[config.mk]
export PLATFORM = sky130hd
export DESIGN_NAME = alu_operand_entry
export DESIGN_NICKNAME = d
export VERILOG_FILES = /design/src/rtl/alu_entry_pkg.sv /design/src/rtl/cpu_types_pkg.sv /design/src/rtl/key_debounce.sv /design/src/rtl/alu_operand_entry.sv
export SDC_FILE = /design/constraint.sdc
export NUM_CORES = 1
export LEC_CHECK = 0
export CORE_MARGIN = 3
export CORE_UTILIZATION = 49
export CTS_CLUSTER_SIZE = 12
export DETAILED_ROUTE_END_ITERATION = 10
export PLACE_DENSITY = 0.75
export REMOVE_ABC_BUFFERS = 1
export SLEW_MARGIN = 40
export SYNTH_ARGS = -nofsm -noshare
export SYNTH_HDL_FRONTEND = slang
export SYNTH_HIERARCHICAL = 1
export SYNTH_SLANG_ARGS = --single-unit
export TNS_END_PERCENT = 30
[constraint.sdc]
create_clock -name CLOCK_50 -period 1.6 [get_ports CLOCK_50]
set_input_delay 0.16 -clock CLOCK_50 [delete_from_list [all_inputs] [get_ports CLOCK_50]]
set_output_delay 0.16 -clock CLOCK_50 [all_outputs]
set_load 0.01 [all_outputs]
[src/rtl/alu_entry_pkg.sv]
// Types and helpers for the switch/button operand entry front end.
package alu_entry_pkg;

  typedef enum logic [1:0] {
    ENTER_A  = 2'd0,
    ENTER_B  = 2'd1,
    ENTER_OP = 2'd2,
    SHOW     = 2'd3
  } entry_state_t;

  localparam int FIELD_W    = 32;
  localparam int DIGIT_W    = 4;
  localparam int COUNT_W    = 4;
  localparam int MAX_DIGITS = FIELD_W / DIGIT_W;

  // Shift one hex digit into the low end of a field; the top digit falls off.
  function automatic logic [FIELD_W-1:0] shift_digit(input logic [FIELD_W-1:0] field,
                                                     input logic [DIGIT_W-1:0] digit);
    return {field[FIELD_W-DIGIT_W-1:0], digit};
  endfunction

  // Digit counter that sticks once the field is full.
  function automatic logic [COUNT_W-1:0] bump_count(input logic [COUNT_W-1:0] count);
    if (count >= COUNT_W'(MAX_DIGITS)) return COUNT_W'(MAX_DIGITS);
    return count + COUNT_W'(1);
  endfunction

  // Circular walk through the entry states on a "next" press.
  function automatic entry_state_t advance(input entry_state_t state);
    unique case (state)
      ENTER_A:  return ENTER_B;
      ENTER_B:  return ENTER_OP;
      ENTER_OP: return SHOW;
      default:  return ENTER_A;
    endcase
  endfunction

endpackage

[src/rtl/cpu_types_pkg.sv]
// Shared CPU-wide types. aluop_t is the operation code consumed by the ALU.
package cpu_types_pkg;

  typedef enum logic [3:0] {
    ALU_ADD   = 4'h0,
    ALU_SUB   = 4'h1,
    ALU_AND   = 4'h2,
    ALU_OR    = 4'h3,
    ALU_XOR   = 4'h4,
    ALU_NOR   = 4'h5,
    ALU_SLL   = 4'h6,
    ALU_SRL   = 4'h7,
    ALU_SRA   = 4'h8,
    ALU_SLT   = 4'h9,
    ALU_SLTU  = 4'hA,
    ALU_LUI   = 4'hB,
    ALU_PASSA = 4'hC,
    ALU_PASSB = 4'hD,
    ALU_MUL   = 4'hE,
    ALU_NOP   = 4'hF
  } aluop_t;

endpackage

[src/rtl/key_debounce.sv]
// Synchronizer + debouncer + press detector for one active-low push button.
// press is a one-cycle pulse on the debounced high-to-low transition.
module key_debounce #(
  parameter int DEBOUNCE_CYCLES = 50000
) (
  input  logic clk,
  input  logic rst,
  input  logic key_n,
  output logic press
);

  localparam int CNT_W = (DEBOUNCE_CYCLES > 1) ? $clog2(DEBOUNCE_CYCLES) : 1;
  localparam logic [CNT_W-1:0] CNT_LAST = CNT_W'(DEBOUNCE_CYCLES - 1);

  logic             sync1_q, sync2_q;
  logic [CNT_W-1:0] cnt_q, cnt_d;
  logic             level_q, level_d;
  logic             press_q, press_d;

  // Count consecutive synchronized samples that disagree with the debounced level.
  always_comb begin
    // NOTE: every signal gets a default first so no path leaves it unassigned (no latch).
    cnt_d   = '0;
    level_d = level_q;
    if (sync2_q != level_q) begin
      if (cnt_q == CNT_LAST) begin
        level_d = sync2_q;
      end else begin
        cnt_d = cnt_q + CNT_W'(1);
      end
    end
    press_d = level_q & ~level_d;
  end

  // Two-flop synchronizer and debounce state; reset reads as "released".
  always_ff @(posedge clk) begin
    // NOTE: state flops use non-blocking assignments so every flop samples pre-edge values.
    if (rst) begin
      sync1_q <= 1'b1;
      sync2_q <= 1'b1;
      cnt_q   <= '0;
      level_q <= 1'b1;
      press_q <= 1'b0;
    end else begin
      sync1_q <= key_n;
      sync2_q <= sync1_q;
      cnt_q   <= cnt_d;
      level_q <= level_d;
      press_q <= press_d;
    end
  end

  assign press = press_q;

endmodule

[src/rtl/alu_operand_entry.sv]
// Front panel operand entry: three debounced buttons drive a small FSM that
// builds operand A, operand B and an ALU op from a hex switch bank.
module alu_operand_entry
  import alu_entry_pkg::*;
  import cpu_types_pkg::*;
#(
  parameter int DEBOUNCE_CYCLES = 50000
) (
  input  logic                CLOCK_50,
  input  logic                RST,
  input  logic [DIGIT_W-1:0]  sw_digit,
  input  logic                key_shift_n,
  input  logic                key_next_n,
  input  logic                key_clear_n,
  output logic [FIELD_W-1:0]  porta,
  output logic [FIELD_W-1:0]  portb,
  output logic [3:0]          aluop,
  output logic [1:0]          entry_state,
  output logic [COUNT_W-1:0]  digit_count,
  output logic                exec
);

  logic shift_ev, next_ev, clear_ev;

  key_debounce #(.DEBOUNCE_CYCLES(DEBOUNCE_CYCLES)) u_shift (
    .clk(CLOCK_50), .rst(RST), .key_n(key_shift_n), .press(shift_ev)
  );
  key_debounce #(.DEBOUNCE_CYCLES(DEBOUNCE_CYCLES)) u_next (
    .clk(CLOCK_50), .rst(RST), .key_n(key_next_n), .press(next_ev)
  );
  key_debounce #(.DEBOUNCE_CYCLES(DEBOUNCE_CYCLES)) u_clear (
    .clk(CLOCK_50), .rst(RST), .key_n(key_clear_n), .press(clear_ev)
  );

  entry_state_t       state_q, state_d;
  logic [FIELD_W-1:0] a_q, a_d;
  logic [FIELD_W-1:0] b_q, b_d;
  aluop_t             op_q, op_d;
  logic [COUNT_W-1:0] count_q, count_d;
  logic               exec_q, exec_d;

  // Next-state and field updates; clear beats next beats shift, losers are dropped.
  always_comb begin
    state_d = state_q;
    a_d     = a_q;
    b_d     = b_q;
    op_d    = op_q;
    count_d = count_q;
    exec_d  = 1'b0;

    if (clear_ev) begin
      count_d = '0;
      unique case (state_q)
        ENTER_A:  a_d  = '0;
        ENTER_B:  b_d  = '0;
        ENTER_OP: op_d = ALU_ADD;
        SHOW: begin
          a_d     = '0;
          b_d     = '0;
          op_d    = ALU_ADD;
          state_d = ENTER_A;
        end
      endcase
    end else if (next_ev) begin
      state_d = advance(state_q);
      count_d = '0;
      exec_d  = (state_q == ENTER_OP);
    end else if (shift_ev) begin
      unique case (state_q)
        ENTER_A: begin
          a_d     = shift_digit(a_q, sw_digit);
          count_d = bump_count(count_q);
        end
        ENTER_B: begin
          b_d     = shift_digit(b_q, sw_digit);
          count_d = bump_count(count_q);
        end
        ENTER_OP: begin
          op_d    = aluop_t'(sw_digit);
          count_d = COUNT_W'(1);
        end
        SHOW: ;
      endcase
    end
  end

  // Entry registers; synchronous reset abandons any partial entry.
  always_ff @(posedge CLOCK_50) begin
    if (RST) begin
      state_q <= ENTER_A;
      a_q     <= '0;
      b_q     <= '0;
      op_q    <= ALU_ADD;
      count_q <= '0;
      exec_q  <= 1'b0;
    end else begin
      state_q <= state_d;
      a_q     <= a_d;
      b_q     <= b_d;
      op_q    <= op_d;
      count_q <= count_d;
      exec_q  <= exec_d;
    end
  end

  assign porta       = a_q;
  assign portb       = b_q;
  assign aluop       = op_q;
  assign entry_state = state_q;
  assign digit_count = count_q;
  assign exec        = exec_q;

endmodule
==> metrics.txt <==
setup violators final=17; Setup crit end kind=register; detailed-route DRC error count=0; CTS sink count=between 100 and 150; vias per cell=5.65; wl on met1=~5700 microns; CP max stage cell=or4_1; clock-pin slew on the worst setup and hold paths=approximately 60 ps; mapped cell area=roughly 5700 sq um; share of cells above drive strength 1=between 10% and 20%; Clk Latency, worst-skew pair=about 420 ps; leakage=around 2.5 nW; worst path arrival time=between 1500 and 2000 ps; worst-case clock buffer depth=2; status=finished with violations; Post-synth EDFFs=0; Initial Utilization=51.3%; minimum clock period=around 1700 ps; initial antenna violation count=0; most common cell after layout, fill and taps aside=dfxtp_1; TritonCTS clock tree=built; worst hold stages=2; # Max-Cap Violations=0; Reg-to-Reg Start=u_shift/cnt_q[11]; DRT iter0 DRCs=~470; non-filler instance count after layout=about 900; RSZ-0062 raised after global routing=true; Num CTS Buffers=17; die area=between 10000 and 15000 sq um; CP startpoint kind=register; Vias=around 5100; post-detail-place hpwl=8880 microns; Yosys reg bits=135; Slew headroom=around 65%; Final nets=760; Synth area leaders=dfxtp_1 (47%), nand3_1 (7.8%), xnor2_1 (5.5%), a21oi_1 (5.1%), o211ai_1 (3.7%); placed insts=roughly 860; port bufs=between 80 and 90; Final ANT Viol Nets=0; top sig layer=met4; routability congestion estimate from global placement=0.849; worst slew pin tran=around 530 ps; Crit Path Class=reg2reg; ys flop type=dfxtp_1; GR Util All Layers=20.8%; synth unique cells=52; Hold EP=entry_state[0]; DRT Wirelength=~13000 microns; power per cell area=slightly below 1000 nW/um^2; Hold Vio Cnt, Final=0; fin crit share=105%; Syn Inst Count=639; Final Worst Setup Slack=-79.9 ps; leading area contributor after synthesis=dfxtp_1; fmax=around 600 MHz; Chip Width=114 microns; largest net degree at the start of global routing=37; clk root buf=clkbuf_16; setup tns final=-949 ps; Clock Skew=approximately 7.7 ps; Reg2Reg Capture Point=u_shift/level_q; Max Slew Vio Count=0; min-delay worst type=in2reg; Mean Syn Cell Area=just under 9 sq um; worst hold start=RST; Worst Path Required=around 1900 ps; synth warn=6; first-pass GRT wire length=approximately 22000 microns; crit path max fanout=5; wire per inst=between 10 and 15 microns; slowest stage delay, CP=between 500 and 600 ps; fraction of registers with async set/reset=0%; Chip Height=between 100 and 150 microns; core area=roughly 11000 sq um; row count=38; post-layout util=67.5%; TritonRoute pass-1 iters=5; Seq/Total Area, Yosys=~47%; share of Yosys cell area claimed by the top area cell type=a little under half; DR WL met3=963 microns; worst path cell trace=or4_1 -> or4_4 -> a211o_1; met2 wire len=~6300 microns; # diodes=0; hold_buf cts=0; IO Pins=84; IR drop worst, VDD=between 0.0008 and 0.0009 V; GRT overflow=0; total number of H-tree levels=4; failing checks=negative setup slack; highest-count cells in the layout ignoring fill and taps=dfxtp_1 (127), nand3_1 (89), clkdlybuf4s50_1 (78), a21oi_1 (58), nor2_1 (54); vias in the first global route=4876; synth-to-layout area growth=31.5%; R2R Setup Slk=-80 ps; Reg2Reg Depth=3
## cells by family (layout without fill, tap and decap cells)
| group | count (synthesis) | in the layout | synth area share, % |
|---|---|---|---|
| AOI/OAI and AO/OA | 112 | 112 | 12.6 |
| xor gates and xnor gates | 43 | 43 | 6.60 |
| adders and majority gates | 9 | 9 | 1.97 |
| buffers and inverters | 58 | 174 | 5.74 |
| DFF | 135 | 135 | 47.3 |
| muxes | 5 | 5 | 0.876 |
| and+or+nand+nor | 277 | 277 | 24.9 |
## flip-flops by register name (all words and copies together) (netlist names), 2 cells and up
register	count
porta	32
portb	32
u_clear/cnt_q	16
u_next/cnt_q	16
u_shift/cnt_q	16
aluop	4
digit_count	4
entry_state	2
## cell type report
cell class	instances	area, sq um
fillers	910	3610
multi-input cells	446	2720
flip-flops and latches	135	2710
repair buffers	124	1240
clock buffers	22	494
well taps	140	175
clock inverters	10	95.1
inverters	18	71.3
## power breakdown
group / switching [W] / leakage, nW / internal, W
sequential: 0.00000808 / 1.09 / 0.00337
combinational: 0.0000711 / 1.14 / 0.0000503
clock: 0.00143 / 0.276 / 0.00234
total: 0.00151 / 2.51 / 0.00576
## how the worst max path moves through the flow
stage	slack (ps)	start	depth (start not counted)	end
2_1_floorplan	-1780	entry_state[0]	5	porta[18]
3_3_place_gp	-150	u_shift/cnt_q[5]	3	u_shift/level_q
3_5_place_dp	-180	u_shift/cnt_q[5]	3	u_shift/level_q
4_1_cts	-80	u_shift/cnt_q[11]	3	u_shift/level_q
5_1_grt	-130	u_shift/cnt_q[11]	3	u_shift/level_q
6_report	-80	u_shift/cnt_q[11]	3	u_shift/level_q
## Yosys cell counts (9+ instances only)
cell / number
a21oi_1: 58
a21oi_2: 9
buf_2: 13
clkbuf_1: 11
dfxtp_1: 135
ha_1: 9
inv_1: 18
nand2_1: 48
nand3_1: 89
nand4_1: 12
nor2_1: 54
nor3_1: 16
nor4_1: 13
o211ai_1: 28
xnor2_1: 36
## stage by stage
step / area (sq um) / power, W / setup WS [ps] / hold slack, ps
3_5_place_dp: 6860 / 0.00357 / -176 / 399
2_1_floorplan: 5450 / 0.00349 / -1780 / 222
6_report: 7510 / 0.00727 / -79.9 / 127
3_3_place_gp: 6860 / 0.00357 / -154 / 394
4_1_cts: 7450 / 0.00733 / -75.6 / 109
5_1_grt: 7510 / 0.00751 / -130 / 131
## routing by layer
| metal | GRT usage, % | vias up |
|---|---|---|
| met5 | 0 | - |
| met1 | 25.3 | 2397 |
| li1 | - | 2472 |
| met3 | 6.37 | 20 |
| met2 | 34.3 | 166 |
| met4 | 8.47 | 0 |
## repair_timing
item / in CTS / in global routing
gates resized for setup: 3 / 16
setup buffers: 0 / 2
endpoints found under the setup margin: 22 / 111
pin swaps: 3 / 0
## critical path, delay by kind of cell, from the launching register on
| family | cells | cell delay [ps] |
|---|---|---|
| AO/OA/AOI/OAI | 1 | 270 |
| flip-flops | 1 | 310 |
| AND/OR/NAND/NOR | 2 | 990 |
(Power assumes the default switching activity.)
